`src/rtl/clk_div_prog_pkg.sv`:
```
// Shared clock-area definitions for the programmable divider: default field
// width, the smallest legal ratio and the ratio type used by integrators.
package clk_div_prog_pkg;

    localparam int DIV_W_DEF = 8;
    localparam int MIN_DIV   = 2;

    typedef logic [DIV_W_DEF-1:0] div_t;

endpackage : clk_div_prog_pkg

```
`src/rtl/clk_div_prog_if.sv`:
```
// Control/status bundle of the programmable divider. The master side requests
// ratios and gates counting; the slave side (the divider) reports its outputs.
interface clk_div_prog_if
    import clk_div_prog_pkg::*;
#(
    parameter int DIV_W = DIV_W_DEF
);

    logic             en;
    logic             load;
    logic [DIV_W-1:0] div;
    logic             clk_out;
    logic             tick;
    logic [DIV_W-1:0] active_div;
    logic             pending;

    modport master (
        output en,
        output load,
        output div,
        input  clk_out,
        input  tick,
        input  active_div,
        input  pending
    );

    modport slave (
        input  en,
        input  load,
        input  div,
        output clk_out,
        output tick,
        output active_div,
        output pending
    );

endinterface : clk_div_prog_if

```
`src/rtl/clk_div_prog.sv`:
```
// Programmable integer clock divider: registered clk_out with ceil(N/2) high
// cycles, a tick strobe on each rising edge, and glitch-free ratio changes.
module clk_div_prog
    import clk_div_prog_pkg::*;
#(
    parameter int DIV_W   = DIV_W_DEF,
    parameter int RST_DIV = MIN_DIV
) (
    input  logic          clk_in,
    input  logic          rst_n,
    clk_div_prog_if.slave bus
);

    localparam logic [DIV_W-1:0] ONE_V     = {{(DIV_W-1){1'b0}}, 1'b1};
    localparam logic [DIV_W-1:0] MIN_DIV_V = DIV_W'(MIN_DIV);
    localparam logic [DIV_W-1:0] RST_DIV_V = DIV_W'(RST_DIV);

    // Ratios 0 and 1 cannot form a period with both phases, so they become 2.
    function automatic logic [DIV_W-1:0] clamp_div(input logic [DIV_W-1:0] d);
        logic [DIV_W-1:0] r;
        if (d < MIN_DIV_V) begin
            r = MIN_DIV_V;
        end else begin
            r = d;
        end
        return r;
    endfunction

    logic [DIV_W-1:0] cnt_r;
    logic [DIV_W-1:0] active_div_r;
    logic [DIV_W-1:0] pend_div_r;
    logic             pending_r;
    logic             clk_out_r;
    logic             tick_r;

    logic [DIV_W:0]   high_len_s;
    logic [DIV_W-1:0] cnt_inc_s;
    logic             wrap_s;
    logic             fall_s;
    logic [DIV_W-1:0] load_div_s;

    // Period bookkeeping derived from the ratio currently in force.
    always_comb begin
        high_len_s = ({1'b0, active_div_r} + {1'b0, ONE_V}) >> 1;
        cnt_inc_s  = cnt_r + ONE_V;
        wrap_s     = (cnt_r == (active_div_r - ONE_V));
        fall_s     = ({1'b0, cnt_inc_s} == high_len_s);
        load_div_s = clamp_div(bus.div);
    end

    // Counter, phase output, strobe and ratio shadowing.
    always_ff @(posedge clk_in or negedge rst_n) begin
        if (!rst_n) begin
            cnt_r        <= {DIV_W{1'b0}};
            active_div_r <= RST_DIV_V;
            pend_div_r   <= RST_DIV_V;
            pending_r    <= 1'b0;
            clk_out_r    <= 1'b0;
            tick_r       <= 1'b0;
        end else begin
            if (bus.en && wrap_s) begin
                cnt_r     <= {DIV_W{1'b0}};
                clk_out_r <= 1'b1;
                tick_r    <= 1'b1;
                // A load landing on the wrap edge skips the shadow register.
                if (bus.load) begin
                    active_div_r <= load_div_s;
                    pending_r    <= 1'b0;
                end else if (pending_r) begin
                    active_div_r <= pend_div_r;
                    pending_r    <= 1'b0;
                end else begin
                    active_div_r <= active_div_r;
                    pending_r    <= pending_r;
                end
            end else begin
                if (bus.en) begin
                    cnt_r <= cnt_inc_s;
                    if (fall_s) begin
                        clk_out_r <= 1'b0;
                    end else begin
                        clk_out_r <= clk_out_r;
                    end
                end else begin
                    cnt_r     <= cnt_r;
                    clk_out_r <= clk_out_r;
                end
                tick_r <= 1'b0;
                if (bus.load) begin
                    pend_div_r <= load_div_s;
                    pending_r  <= 1'b1;
                end else begin
                    pend_div_r <= pend_div_r;
                    pending_r  <= pending_r;
                end
            end
        end
    end

    assign bus.clk_out    = clk_out_r;
    assign bus.tick       = tick_r;
    assign bus.active_div = active_div_r;
    assign bus.pending    = pending_r;

endmodule : clk_div_prog

```
`src/flat_wrapper.sv`:
```
// flat-port wrapper written by rule: the top's interface ports become plain ports
module clk_div_prog_flat import clk_div_prog_pkg::*;
#(
    parameter int DIV_W   = DIV_W_DEF,
    parameter int RST_DIV = MIN_DIV
)
  (clk_in, rst_n, bus_en, bus_load, bus_div, bus_clk_out, bus_tick, bus_active_div, bus_pending);
  clk_div_prog_if #(.DIV_W(DIV_W)) bus_i ();
  input  logic clk_in;
  input  logic rst_n;
  input wire logic [$bits(bus_i.en)-1:0] bus_en;
  input wire logic [$bits(bus_i.load)-1:0] bus_load;
  input wire logic [$bits(bus_i.div)-1:0] bus_div;
  output wire logic [$bits(bus_i.clk_out)-1:0] bus_clk_out;
  output wire logic [$bits(bus_i.tick)-1:0] bus_tick;
  output wire logic [$bits(bus_i.active_div)-1:0] bus_active_div;
  output wire logic [$bits(bus_i.pending)-1:0] bus_pending;
  assign bus_i.en = bus_en;
  assign bus_i.load = bus_load;
  assign bus_i.div = bus_div;
  assign bus_clk_out = bus_i.clk_out;
  assign bus_tick = bus_i.tick;
  assign bus_active_div = bus_i.active_div;
  assign bus_pending = bus_i.pending;
  clk_div_prog #(.DIV_W(DIV_W), .RST_DIV(RST_DIV)) u_core (.clk_in(clk_in), .rst_n(rst_n), .bus(bus_i));
endmodule
```
`config.mk`:
```
export PLATFORM = sky130hd
export DESIGN_NAME = clk_div_prog_flat
export DESIGN_NICKNAME = d
export VERILOG_FILES = /design/src/rtl/clk_div_prog_pkg.sv /design/src/rtl/clk_div_prog_if.sv /design/src/rtl/clk_div_prog.sv /design/src/flat_wrapper.sv
export SDC_FILE = /design/constraint.sdc
export NUM_CORES = 1
export LEC_CHECK = 0
export CELL_PAD_IN_SITES_DETAIL_PLACEMENT = 0
export CELL_PAD_IN_SITES_GLOBAL_PLACEMENT = 1
export CORE_ASPECT_RATIO = 2
export CORE_MARGIN = 5
export CORE_UTILIZATION = 30
export CTS_CLUSTER_SIZE = 25
export DETAILED_ROUTE_END_ITERATION = 10
export PLACE_DENSITY = 0.71
export SLEW_MARGIN = 25
export SYNTH_ARGS = -nofsm -noshare
export SYNTH_HDL_FRONTEND = slang
export SYNTH_SLANG_ARGS = --single-unit
```
`constraint.sdc`:
```
create_clock -name clk_in -period 2.9 [get_ports clk_in]
set_clock_uncertainty 0.05 [all_clocks]
set_input_delay 0.87 -clock clk_in [delete_from_list [all_inputs] [get_ports clk_in]]
set_output_delay 0.87 -clock clk_in [all_outputs]
set_load 0.01 [all_outputs]
```
==> impl_metrics.tcl <==
set metrics [dict create \
    status "finished, final reports clean" \
    min_period_over_period_pct 87.3 \
    final_util_pct 37.1 \
    core.rowCount 40 \
    leakagePower_uw 0.000895 \
    wl_um 4730 \
    port_buffers 22 \
    synth_area_per_cell_um2 9.39 \
    die_h_um 121 \
    clk_path_buf_depth 2 \
    firstDrtPassIters 4 \
    vias 1486 \
    whs_ps 454 \
    core_um2 6010 \
    worst_slew_pin_slew_ps 390 \
    crit_required_ps 3010 \
    dieArea_um2 7900 \
    pre_cts_ws_ps 127 \
    synth_nets 211 \
    overflow 0 \
    fmaxAchievable_ghz 0.395 \
    diodes 0 \
    end_kind "register" \
    rsz0062_at_grt "no" \
    drtIter0Drc 30 \
    synth_async_sr_flop_share_pct 100 \
    ant_nets 0 \
    synth_cell_type_count 43 \
    ff2ff_setup_slack_ps 370 \
    numCtsBuffers 3 \
    hpwl_um 3710 \
    initial_core_util_pct 30.6 \
    gp_congestion 0.789 \
    grt_pass1_vias 1550 \
    cts-root-buf "clkbuf_16" \
    drc_errors 0 \
    path_cells "inv_1, ha_1, xor2_1, nand3_1, nor4_2, o211ai_4, or2_2, a21o_1" \
    drv_slew 0 \
    cts_sinks 27 \
    post-route-min-period_ps 2530 \
    final_nets 233 \
    ys_warn_count 0 \
    layout_setup_ws_ps 369 \
    post_cts_buffers 0 \
    holdBufCountCts 0 \
    yosysSeqAreaShare_pct 36.8 \
    path_class "reg -> reg" \
    fillers 619 \
    relSlewSlack_pct 73.8 \
    synthCells 196 \
    synth_edf_count 0 \
    ir_drop_mv 0.416 \
    grt_max_degree 28 \
    critPathArrivalTime_ps 2640 \
    start_kind "register" \
    cts_tree "done" \
    hold_path.class "reg -> reg" \
    final.setup.tns_ps 0 \
    insertion_delay_ps 270 \
    p_per_area_nw_per_um2 728 \
    viasPerCell 5.31 \
    antenna_found_initial 0 \
    routedWlPerCell_um 16.9 \
    drive_gt1_share_pct 15.7 \
    path_clk_slew_ps 70 \
    ys_ff_latch 27 \
    cpPeakStageDelay_ps 620 \
    setup_viol 0 \
    critPathBufInv 1 \
    cp_max_fo 8 \
    syn_to_final_growth_pct 21.2 \
    crit_path_top_delay_cell "dfstp_2" \
    syn_area_um2 1840 \
    synthFlopType "dfrtp_1" \
    critPathTopFamily "simple AND/OR/NAND/NOR gates" \
    dieWidth_um 65.4 \
    ios 23 \
    h-tree-depth 1 \
    hold_viol_final 0 \
    grt_pass1_wl_um 7800 \
    grt_util_all_layers_pct 13.1 \
    drv_cap 0 \
    post_cts_resize_count 0 \
]
power breakdown:
group / internal [uW] / switching, uW
registers: 450 / 126
logic: 371 / 353
clock network: 188 / 136
routing by layer:
| layer | wire (um) | global-route usage [%] | vias up | share of wire [%] |
|---|---|---|---|---|
| met3 | 94 | 1.49 | 7 | 2.0 |
| li1 | - | - | 733 | - |
| met2 | 2800 | 25.2 | 24 | 59 |
| met4 | 122 | 6.49 | 0 | 2.6 |
| met1 | 1720 | 13.3 | 722 | 36 |
| met5 | 0 | 0 | - | 0 |
path summary, 6_finish.rpt:
kind,start,endpoint,cells past startpoint
hold / removal,u_core.pend_div_r[7]$_DFFE_PN0P_,u_core.pend_div_r[7]$_DFFE_PN0P_,1
max in group asynchronous,rst_n,u_core.bus.active_div[1]$_DFFE_PN1P_,2
hold reg to reg,u_core.pend_div_r[7]$_DFFE_PN0P_,u_core.pend_div_r[7]$_DFFE_PN0P_,1
setup reg to reg,u_core.bus.active_div[1]$_DFFE_PN1P_,u_core.bus.active_div[0]$_DFFE_PN0P_,8
setup / recovery,u_core.bus.active_div[1]$_DFFE_PN1P_,u_core.bus.active_div[0]$_DFFE_PN0P_,8
min in group asynchronous,rst_n,u_core.cnt_r[7]$_DFFE_PN0P_,2
cell type report:
| class | instances | area [um2] | share of cell area [%] |
|---|---|---|---|
| Tap cell | 63 | 78.8 | 3.53 |
| Multi-Input combinational cell | 147 | 1070 | 48.0 |
| Clock inverter | 1 | 7.51 | 0.337 |
| Inverter | 7 | 26.3 | 1.18 |
| Timing Repair Buffer | 32 | 295 | 13.2 |
| Clock buffer | 3 | 75.1 | 3.37 |
| Sequential cell | 27 | 678 | 30.4 |
worst reg2reg max path: stages (launching register included):
cell	delay (ps)
dfstp_2	620
inv_1	60
ha_1	330
xor2_1	160
nand3_1	100
nor4_2	330
o211ai_4	170
or2_2	410
a21o_1	200
registers in the layout, indices dropped and copies added, names as in the netlist:
| register | flops |
|---|---|
| u_core.cnt_r | 8 |
| u_core.bus.pending | 1 |
| u_core.bus.tick | 1 |
| u_core.bus.active_div | 8 |
| u_core.pend_div_r | 8 |
| u_core.bus.clk_out | 1 |
cell usage after synthesis (6+ instances only):
| cell | instances | area [um2] |
|---|---|---|
| nor2_1 | 9 | 33.8 |
| xor2_1 | 7 | 61.3 |
| mux2_2 | 10 | 113 |
| inv_1 | 6 | 22.5 |
| o2bb2ai_1 | 11 | 96.3 |
| dfrtp_1 | 25 | 626 |
| nor3_1 | 8 | 40.0 |
| nand2_1 | 12 | 45.0 |
| xnor2_1 | 19 | 166 |
| and3b_1 | 8 | 70.1 |
| nand3_1 | 9 | 45.0 |
| clkbuf_1 | 10 | 37.5 |
| a21oi_1 | 13 | 65.1 |
cells in the final DEF, fill, tap and decap left out, drive strengths merged, types with 6 or more instances in the layout:
| cell | instances |
|---|---|
| a21oi | 13 |
| nand3 | 9 |
| xnor2 | 19 |
| nor2 | 9 |
| buf | 10 |
| inv | 6 |
| clkdlybuf4s50 | 22 |
| and3b | 8 |
| nand2 | 13 |
| xor2 | 7 |
| o2bb2ai | 11 |
| dfrtp | 25 |
| mux2 | 10 |
| nor3 | 8 |
metrics by stage:
stage / total power (uW) / instances / area, um2
after floorplan: 1110 / 196 / 1840
after global placement: 1310 / 276 / 2150
after detailed placement: 1320 / 276 / 2150
after CTS: 1650 / 280 / 2230
after global routing: 1740 / 280 / 2230
final: 1620 / 280 / 2230
cell families after synthesis:
kind of cell,share of synthesized area (%)
compound gates,15.0
simple gates,22.1
xor+xnor,12.4
mux,6.66
flops,36.8
fa+ha+maj,2.04
buf+inv,5.03
Power figures use the tool's default switching activity.
